**src/rtl/uart_tx_arbiter.sv**
```systemverilog
// Round-robin arbiter that serialises whole packets from NUM_REQ requesters onto a
// single edge-detected TX buffer write port, with inter-word gaps and a stall timeout.
module uart_tx_arbiter #(
    parameter int NUM_REQ      = 4,
    parameter int BIT_PER_WORD = 7,
    parameter int GAP_CYCLES   = 3,
    parameter int TIMEOUT      = 255
) (
    input  logic                                clk,
    input  logic                                rst,
    input  logic [NUM_REQ-1:0]                  req,
    input  logic [NUM_REQ*(BIT_PER_WORD+1)-1:0] req_data,
    input  logic [NUM_REQ-1:0]                  req_last,
    output logic [NUM_REQ-1:0]                  req_ack,
    output logic [NUM_REQ-1:0]                  grant,
    output logic [BIT_PER_WORD:0]               tx_data,
    output logic                                tx_strobe,
    input  logic                                tx_busy,
    output logic                                abort,
    output logic                                active
);

    localparam int WORD_W = BIT_PER_WORD + 1;
    localparam int IW     = $clog2(NUM_REQ);
    localparam int SW     = $clog2(TIMEOUT + 1);
    localparam int GW     = 4;
    localparam logic [NUM_REQ-1:0] ONE_HOT     = {{(NUM_REQ-1){1'b0}}, 1'b1};
    localparam logic [SW-1:0]      STALL_LIMIT = SW'(TIMEOUT - 1);
    localparam logic [GW-1:0]      GAP_LOAD    = GW'(GAP_CYCLES);

    typedef enum logic [1:0] {
        S_IDLE   = 2'd0,
        S_PUSH   = 2'd1,
        S_SETTLE = 2'd2
    } state_t;

    state_t              r_state;
    state_t              w_state_nxt;
    logic [NUM_REQ-1:0]  r_grant;
    logic [NUM_REQ-1:0]  w_grant_nxt;
    logic [IW-1:0]       r_gidx;
    logic [IW-1:0]       w_gidx_nxt;
    logic [NUM_REQ-1:0]  r_ack;
    logic [NUM_REQ-1:0]  w_ack_nxt;
    logic [WORD_W-1:0]   r_data;
    logic [WORD_W-1:0]   w_data_nxt;
    logic                r_strobe;
    logic                w_strobe_nxt;
    logic                r_abort;
    logic                w_abort_nxt;
    logic                r_active;
    logic                w_active_nxt;
    logic                r_last;
    logic                w_last_nxt;
    logic [SW-1:0]       r_stall;
    logic [SW-1:0]       w_stall_nxt;
    logic [GW-1:0]       r_gap;
    logic [GW-1:0]       w_gap_nxt;
    logic [IW-1:0]       r_last_owner;
    logic [IW-1:0]       w_last_owner_nxt;

    logic [WORD_W-1:0]   w_words [NUM_REQ];
    logic [IW-1:0]       w_rr_idx;
    logic                w_accept;

    genvar gi;
    for (gi = 0; gi < NUM_REQ; gi++) begin : g_slice
        assign w_words[gi] = req_data[gi*WORD_W +: WORD_W];
    end

    // Only the owner's request matters; the buffer being full blocks any sampling.
    assign w_accept = req[r_gidx] & ~tx_busy;

    // Round-robin search starting just after the previous owner, wrapping around.
    always_comb begin : rr_search
        int   v_idx;
        logic v_found;
        v_idx    = 0;
        v_found  = 1'b0;
        w_rr_idx = '0;
        for (int k = 1; k <= NUM_REQ; k++) begin
            v_idx    = (int'(r_last_owner) + k) % NUM_REQ;
            w_rr_idx = (req[IW'(v_idx)] && !v_found) ? IW'(v_idx) : w_rr_idx;
            v_found  = v_found | req[IW'(v_idx)];
        end
    end

    // Next-state and next-output decode; acceptance wins over the timeout abort.
    always_comb begin
        w_state_nxt      = r_state;
        w_grant_nxt      = r_grant;
        w_gidx_nxt       = r_gidx;
        w_ack_nxt        = '0;
        w_data_nxt       = r_data;
        w_strobe_nxt     = 1'b0;
        w_abort_nxt      = 1'b0;
        w_active_nxt     = r_active;
        w_last_nxt       = r_last;
        w_stall_nxt      = r_stall;
        w_gap_nxt        = r_gap;
        w_last_owner_nxt = r_last_owner;
        case (r_state)
            S_IDLE: begin
                if (|req) begin
                    w_state_nxt  = S_PUSH;
                    w_grant_nxt  = ONE_HOT << w_rr_idx;
                    w_gidx_nxt   = w_rr_idx;
                    w_active_nxt = 1'b1;
                    w_stall_nxt  = '0;
                end else begin
                    w_state_nxt = S_IDLE;
                end
            end
            S_PUSH: begin
                if (w_accept) begin
                    w_state_nxt  = S_SETTLE;
                    w_strobe_nxt = 1'b1;
                    w_data_nxt   = w_words[r_gidx];
                    w_ack_nxt    = r_grant;
                    w_last_nxt   = req_last[r_gidx];
                    w_stall_nxt  = '0;
                    w_gap_nxt    = GAP_LOAD;
                end else if (r_stall == STALL_LIMIT) begin
                    w_state_nxt      = S_IDLE;
                    w_abort_nxt      = 1'b1;
                    w_grant_nxt      = '0;
                    w_active_nxt     = 1'b0;
                    w_last_owner_nxt = r_gidx;
                    w_stall_nxt      = '0;
                end else begin
                    w_stall_nxt = r_stall + SW'(1);
                end
            end
            S_SETTLE: begin
                if (r_gap == '0) begin
                    if (r_last) begin
                        w_state_nxt      = S_IDLE;
                        w_grant_nxt      = '0;
                        w_active_nxt     = 1'b0;
                        w_last_owner_nxt = r_gidx;
                    end else begin
                        w_state_nxt = S_PUSH;
                    end
                end else begin
                    w_gap_nxt = r_gap - GW'(1);
                end
            end
            default: begin
                w_state_nxt  = S_IDLE;
                w_grant_nxt  = '0;
                w_active_nxt = 1'b0;
            end
        endcase
    end

    // State register.
    always_ff @(posedge clk) begin
        if (rst) begin
            r_state <= S_IDLE;
        end else begin
            r_state <= w_state_nxt;
        end
    end

    // Output, counter and ownership registers.
    always_ff @(posedge clk) begin
        if (rst) begin
            r_grant      <= '0;
            r_gidx       <= '0;
            r_ack        <= '0;
            r_data       <= '0;
            r_strobe     <= 1'b0;
            r_abort      <= 1'b0;
            r_active     <= 1'b0;
            r_last       <= 1'b0;
            r_stall      <= '0;
            r_gap        <= '0;
            r_last_owner <= IW'(NUM_REQ - 1);
        end else begin
            r_grant      <= w_grant_nxt;
            r_gidx       <= w_gidx_nxt;
            r_ack        <= w_ack_nxt;
            r_data       <= w_data_nxt;
            r_strobe     <= w_strobe_nxt;
            r_abort      <= w_abort_nxt;
            r_active     <= w_active_nxt;
            r_last       <= w_last_nxt;
            r_stall      <= w_stall_nxt;
            r_gap        <= w_gap_nxt;
            r_last_owner <= w_last_owner_nxt;
        end
    end

    assign grant     = r_grant;
    assign req_ack   = r_ack;
    assign tx_data   = r_data;
    assign tx_strobe = r_strobe;
    assign abort     = r_abort;
    assign active    = r_active;

endmodule

```
**config.mk**
```make
export PLATFORM = sky130hd
export DESIGN_NAME = uart_tx_arbiter
export DESIGN_NICKNAME = d
export VERILOG_FILES = /design/src/rtl/uart_tx_arbiter.sv
export SDC_FILE = /design/constraint.sdc
export NUM_CORES = 1
export LEC_CHECK = 0
export CAP_MARGIN = 20
export CORE_MARGIN = 3
export CORE_UTILIZATION = 49
export DETAILED_ROUTE_END_ITERATION = 6
export HOLD_SLACK_MARGIN = 0.02
export PLACE_DENSITY = 0.95
export REMOVE_ABC_BUFFERS = 1
export SLEW_MARGIN = 5
export SYNTH_ARGS = -nofsm -noshare
export SYNTH_HDL_FRONTEND = slang
export SYNTH_SLANG_ARGS = --single-unit
export TNS_END_PERCENT = 20
```
**constraint.sdc**
```tcl
create_clock -name clk -period 3.15 [get_ports clk]
set_input_delay 0.63 -clock clk [delete_from_list [all_inputs] [get_ports clk]]
set_output_delay 0.63 -clock clk [all_outputs]
set_load 0.02 [all_outputs]
```
**Yosys cells after proc, flatten, opt, wreduce, memory -nomap -nowiden**

Index checks and enable logic that the tools add are counted.

- Memory bits (read-only): 0
- Bits of input ports: 43
- Logic and storage cells: 119
- Memories kept: 0
- Output and inout port bits: 19
- RAM bits: 0
- Register bits after elaboration: 38
- Bits in latches: 0

- Mux-type cells: 55
- Multipliers: 0
- Divide/modulo/power cells: 0
- Reduce and logical (&&, ||, !) cells: 21
- Equal/unequal tests: 11
- Bitwise gates (word level): 7
- Add/sub/neg operators: 6
- Shifts and indexed selects: 1
- Order comparisons: 6

Operators with widths:

| kind | number |
|---|---|
| 8-bit 2-to-1 mux | 5 |
| 4-bit 2-to-1 mux | 7 |
| 2-bit 2-to-1 mux | 11 |
| 1-bit 2-to-1 mux | 19 |
| 8-bit binary-select mux with 2-bit select | 1 |
| 2-bit by 4-bit less-than comparator with 1-bit output, second input constant | 4 |
| 8-bit one-hot mux with 2 select lines | 1 |
| 2-bit inequality test, second input constant | 7 |
| 1-bit binary-select mux with 2-bit select | 6 |
| 4-bit one-hot mux with 3 select lines | 1 |
| 5-bit AND reduction | 2 |
| 8-bit by 1-bit adder with 8-bit output, second input constant | 1 |
| 8-bit == test, second input constant | 1 |
| 4-bit one-hot mux with 2 select lines | 1 |
| 2-bit AND reduction | 4 |
| 2-bit one-hot mux with 3 select lines | 1 |
| 3-bit OR reduction | 2 |
| 2-bit by 1-bit adder with 2-bit output, second input constant | 2 |
| 2-bit adder, second input constant | 2 |
| 4-bit logical NOT | 1 |
| 2-bit one-hot mux with 2 select lines | 1 |
| 2-bit nonzero test | 2 |
| 4-bit OR reduction | 1 |
| 1-bit by 2-bit << shifter with 4-bit output, first input constant | 1 |
| other kinds (16) | 23 |

**Longest topological paths before layout**

- Word-level depth: 12
- Mapped depth: 7
- Depth with buffers taken out: 7

**Least setup slack after synthesis**

No wires, ideal clock.

- Kind: input to register
- Start point: in tx_busy
- End point: reg r_last_owner[0]
- Required time: 3.078 ns
- Library setup time: 0.072 ns
- Data arrival time: 1.694 ns
- Path slack: 1.384 ns
- Path buffers: 1
- Cell stages on the path: 6
- Path through: or2_2 > o22ai_2 > buf_2 > nand2_2 > o21ai_1 > mux2i_1

- Longest elaborated chain between the ends: 4

Ends and longest elaborated chain:

| item | RTL line | source |
|---|---|---|
| start: declaration | 18 | `input logic tx_busy,` |
| 1-bit inverter | 72 | `assign w_accept = req[r_gidx] & ~tx_busy;` |
| 1-bit bitwise AND | 72 |  |
| 2-bit inequality test (no line) | - |  |
| 5-bit AND reduction (no line) | - |  |
| end signal: assignment | 178 | `r_last_owner <= IW'(NUM_REQ - 1);` |
| end signal: assignment | 190 | `r_last_owner <= w_last_owner_nxt;` |
| end: declaration | 59 | `logic [IW-1:0] r_last_owner;` |

Every way passes these cells.
A chain may end at the register's enable or synchronous reset.

**Worst setup path in the final report**

- Start point: in req[3]
- End point: reg r_stall[5]

- Longest elaborated chain between the ends: 5
- Elaborated cells between the ends (all ways): 8
- Those cells by class: eq/ne: 1; mux: 4; bitwise: 1; reduce/logical: 2

Ends and longest elaborated chain:

| item | RTL line | source |
|---|---|---|
| start: declaration | 11 | `input logic [NUM_REQ-1:0] req,` |
| 1-bit binary-select mux with 2-bit select | 72 |  |
| 1-bit 2-to-1 mux (not written as such) | 72 |  |
| 1-bit bitwise AND | 72 |  |
| 8-bit 2-to-1 mux | 115 | `if (w_accept) begin` |
| 8-bit one-hot mux with 2 select lines | 102 | `case (r_state)` |
| end signal: assignment | 188 | `r_stall <= w_stall_nxt;` |
| end: declaration | 55 | `logic [SW-1:0] r_stall;` |

Parallel ways exist; a longest one is shown, timed or not. The select of a mux whose other input is x is not followed.

==> run_results.csv <==
group,metric,value,unit
placed_design,placedInstanceArea,2590,µm²
critical_path,rr_startpoint,"r_gidx[1]",
power_and_ir_drop,peakVddDrop,0.000219,V
grt,grt_overflow_total,0,
detailed_routing,drt-total-wl,4.67,mm
floorplanning,die-area,4740,µm²
grt,grt_pass1_wl,7.33,mm
layout,final_area,2680,µm²
timing,worst_slew_pin_slew,0.555,ns
synthesis,synth_compound_area_frac,0.142,
placed_design,numPortBuffers,61,
floorplanning,num_rows,22,
timing,fin_ws,0.722,ns
timing,max_slew_margin,0.627,
synthesis,synth-edff-count,0,
grt,antenna_found_initial,0,
timing,finalCriticalPeriod,2.43,ns
placed_design,routabilityCongestion,0.778,
grt,met1_usage,0.254,
power_and_ir_drop,net-switching-power,0.314,mW
cts,cts_buffer_depth,2,
timing,finalCritPeriodShare,0.771,
cts,cts_sinks,38,
detailed_routing,avgViaCountPerCell,5.59,
floorplanning,num_io_pins,62,
layout,utilization,0.716,
cts,holdBufCountCts,0,
cts,post-cts-setup-buffers,0,
critical_path,critPathKind,"in -> reg",
cts,cts_buffers,5,
layout,antenna-diode-count,0,
cts,clockRootBuffer,"clkbuf_8",
critical_path,cp.arrival,2.65,ns
grt,grt.busiest_layer,"met2",
critical_path,rrSetupSlack,1.11,ns
cts,cts_tree,"built",
detailed_routing,wl_per_cell,14.4,µm
timing,tns,0,ns
run,maxCapViolCount,0,
hold_path,holdPathEnd,"tx_data[6]",
detailed_routing,drtAntennaViolNets,0,
synthesis,syn_avg_cell_area,9.04,µm²
hold_path,hold_depth,2,
detailed_routing,drtIter0Drc,146,
critical_path,critPathCaptureType,"flip-flop",
critical_path,critPathMaxFanout,8,
cts,ctsResizeCount,0,
synthesis,syn_area,1930,µm²
power_and_ir_drop,p_int,0.820,mW
floorplanning,core-area,3740,µm²
synthesis,synth_adder_area_share,0.0259,
timing,slew_violations,0,
critical_path,r2r_end,"r_stall[5]",
power_and_ir_drop,leakage,0.947,nW
power_and_ir_drop,seq_power_share,0.458,
power_and_ir_drop,p_clk_frac,0.307,
layout,final_common_cell,"clkdlybuf4s50_1",
timing,setup_viol,0,
placed_design,dp_hpwl,3.51,mm
floorplanning,die_h,68.8,µm
timing,holdWs,0.467,ns
critical_path,crit_required,3.37,ns
detailed_routing,via_count,1817,
synthesis,synthCells,214,
power_and_ir_drop,combPwrFrac,0.235,
synthesis,ys_ff_latch,38,
cts,clk_pin_slew,0.07,ns
synthesis,async_reset_ff_frac,0,
synthesis,synth_top_family_by_area,"simple AND/OR/NAND/NOR gates",
synthesis,synth_cell_types,45,
timing,hold_viol_final,0,
outcome,status,"finished clean",
placed_design,dp_cells,317,
power_and_ir_drop,p_total,1.13,mW
synthesis,synth_xor_xnor_area_share,0.00906,
timing,fmax,412,MHz
detailed_routing,firstDrtPassIters,4,
grt,grt_max_degree,30,
cts,h-tree-depth,2,
grt,grt.total_usage,0.210,
grt,gr-usage-met3,0.0632,
detailed_routing,drc,0,
layout,layout-drive-gt1-share,0.112,
layout,areaGrowthSynthToFinish,38.6,%
cts,clkLatencyLatePin,0.29,ns
power_and_ir_drop,power_density,423,nW/µm²
synthesis,synth_ff_type,"dfxtp_1",
timing,rsz0062_at_grt,"false",
synthesis,yosys_warnings,0,
critical_path,worst_setup_path_start_kind,"input port",
synthesis,yosys.area_share.simple,0.266,
hold_path,hold_start,"tx_data[6]",
layout,final_cell_count_no_fill,325,
synthesis,ys_seq_area_frac,0.393,
hold_path,hp-class,"reg -> reg",
grt,grt_pass1_vias,1681,
grt,grt_use_met2,0.356,
critical_path,ff2ff_path_depth,5,
placed_design,place_ws,0.475,ns
timing,fin_worst_skew,0.00352,ns
layout,nets,323,
floorplanning,fp.dieW,68.8,µm
synthesis,muxShareOfSynthArea,0.131,
layout,layout_common_cells,"clkdlybuf4s50_1, dfxtp_1, nand2_1",
power_and_ir_drop,p_sw_frac,0.277,
floorplanning,initial_utilization,0.517,
[critical path: stages]
cell	delay [ns]
clkdlybuf4s50_1	0.50
nor4_1	0.52
nor3_1	0.21
nor2_1	0.44
o21ai_0	0.18
a21oi_1	0.17
[worst max-delay path by stage]
stage | startpoint | to
5_1_grt | req[3] | r_stall[5]
3_3_place_gp | req[3] | r_gap[1]
2_1_floorplan | tx_busy | r_gap[1]
3_5_place_dp | req[3] | r_stall[5]
6_report | req[3] | r_stall[5]
4_1_cts | req[1] | r_stall[5]
[cell families after synthesis]
logic type / count (synthesis)
and+or+nand+nor: 97
AOI/OAI and AO/OA: 43
DFF: 38
buffers and inverters: 16
muxes: 14
adders and majority gates: 4
xor gates and xnor gates: 2
[per-layer routing]
layer / part of all wire / wire length, µm / up-vias
li1: - / - / 885
met1: 0.41 / 1890 / 849
met2: 0.50 / 2350 / 77
met3: 0.080 / 374 / 6
met4: 0.011 / 53 / 0
met5: 0 / 0 / -
[area by class of cell]
type,count,area [µm²]
flip-flops and latches,38,761
inverters,7,26.3
multi-input cells,160,1110
well taps,48,60.1
fillers,296,1060
clock buffers,7,86.3
repair buffers,64,633
clock inverters,1,5.00
[power by group through the flow]
stage / Clock (mW) / Combinational [mW] / Sequential, mW
floorplan: 0 / 0.128 / 0.548
finish: 0.348 / 0.267 / 0.519
detailed placement: 0 / 0.265 / 0.530
CTS: 0.356 / 0.268 / 0.519
global route: 0.371 / 0.290 / 0.522
global placement: 0 / 0.257 / 0.529
[cells in the mapped netlist (2+ instances only)]
| library cell | n | area share |
|---|---|---|
| buf_2 | 4 | 0.010 |
| o22ai_1 | 2 | 0.0065 |
| o2bb2ai_1 | 2 | 0.0091 |
| a211oi_1 | 3 | 0.012 |
| and2_1 | 4 | 0.013 |
| nand3_1 | 3 | 0.0078 |
| nand2_1 | 28 | 0.054 |
| a21oi_1 | 20 | 0.052 |
| inv_1 | 7 | 0.014 |
| o21ai_0 | 6 | 0.016 |
| xor2_1 | 2 | 0.0091 |
| clkbuf_1 | 5 | 0.0097 |
| and3_1 | 2 | 0.0065 |
| nor3_1 | 13 | 0.034 |
| dfxtp_1 | 38 | 0.39 |
| and2b_2 | 2 | 0.0091 |
| nor2_1 | 18 | 0.035 |
| nor3b_1 | 2 | 0.0078 |
| mux4_2 | 9 | 0.10 |
| o32ai_1 | 2 | 0.0091 |
| nand2b_1 | 8 | 0.026 |
| or4_1 | 2 | 0.0078 |
| nand3b_1 | 3 | 0.012 |
| mux2i_1 | 5 | 0.026 |
| ha_1 | 4 | 0.026 |
[flip-flops by register name, indices dropped and copies added (netlist names)]
| name | count |
|---|---|
| r_stall | 8 |
| tx_data | 8 |
| grant | 4 |
| r_last_owner | 2 |
| r_gap | 4 |
| req_ack | 4 |
| abort | 1 |
| r_last | 1 |
| r_state | 2 |
| active | 1 |
| tx_strobe | 1 |
| r_gidx | 2 |
Power figures use the tool's default switching activity.
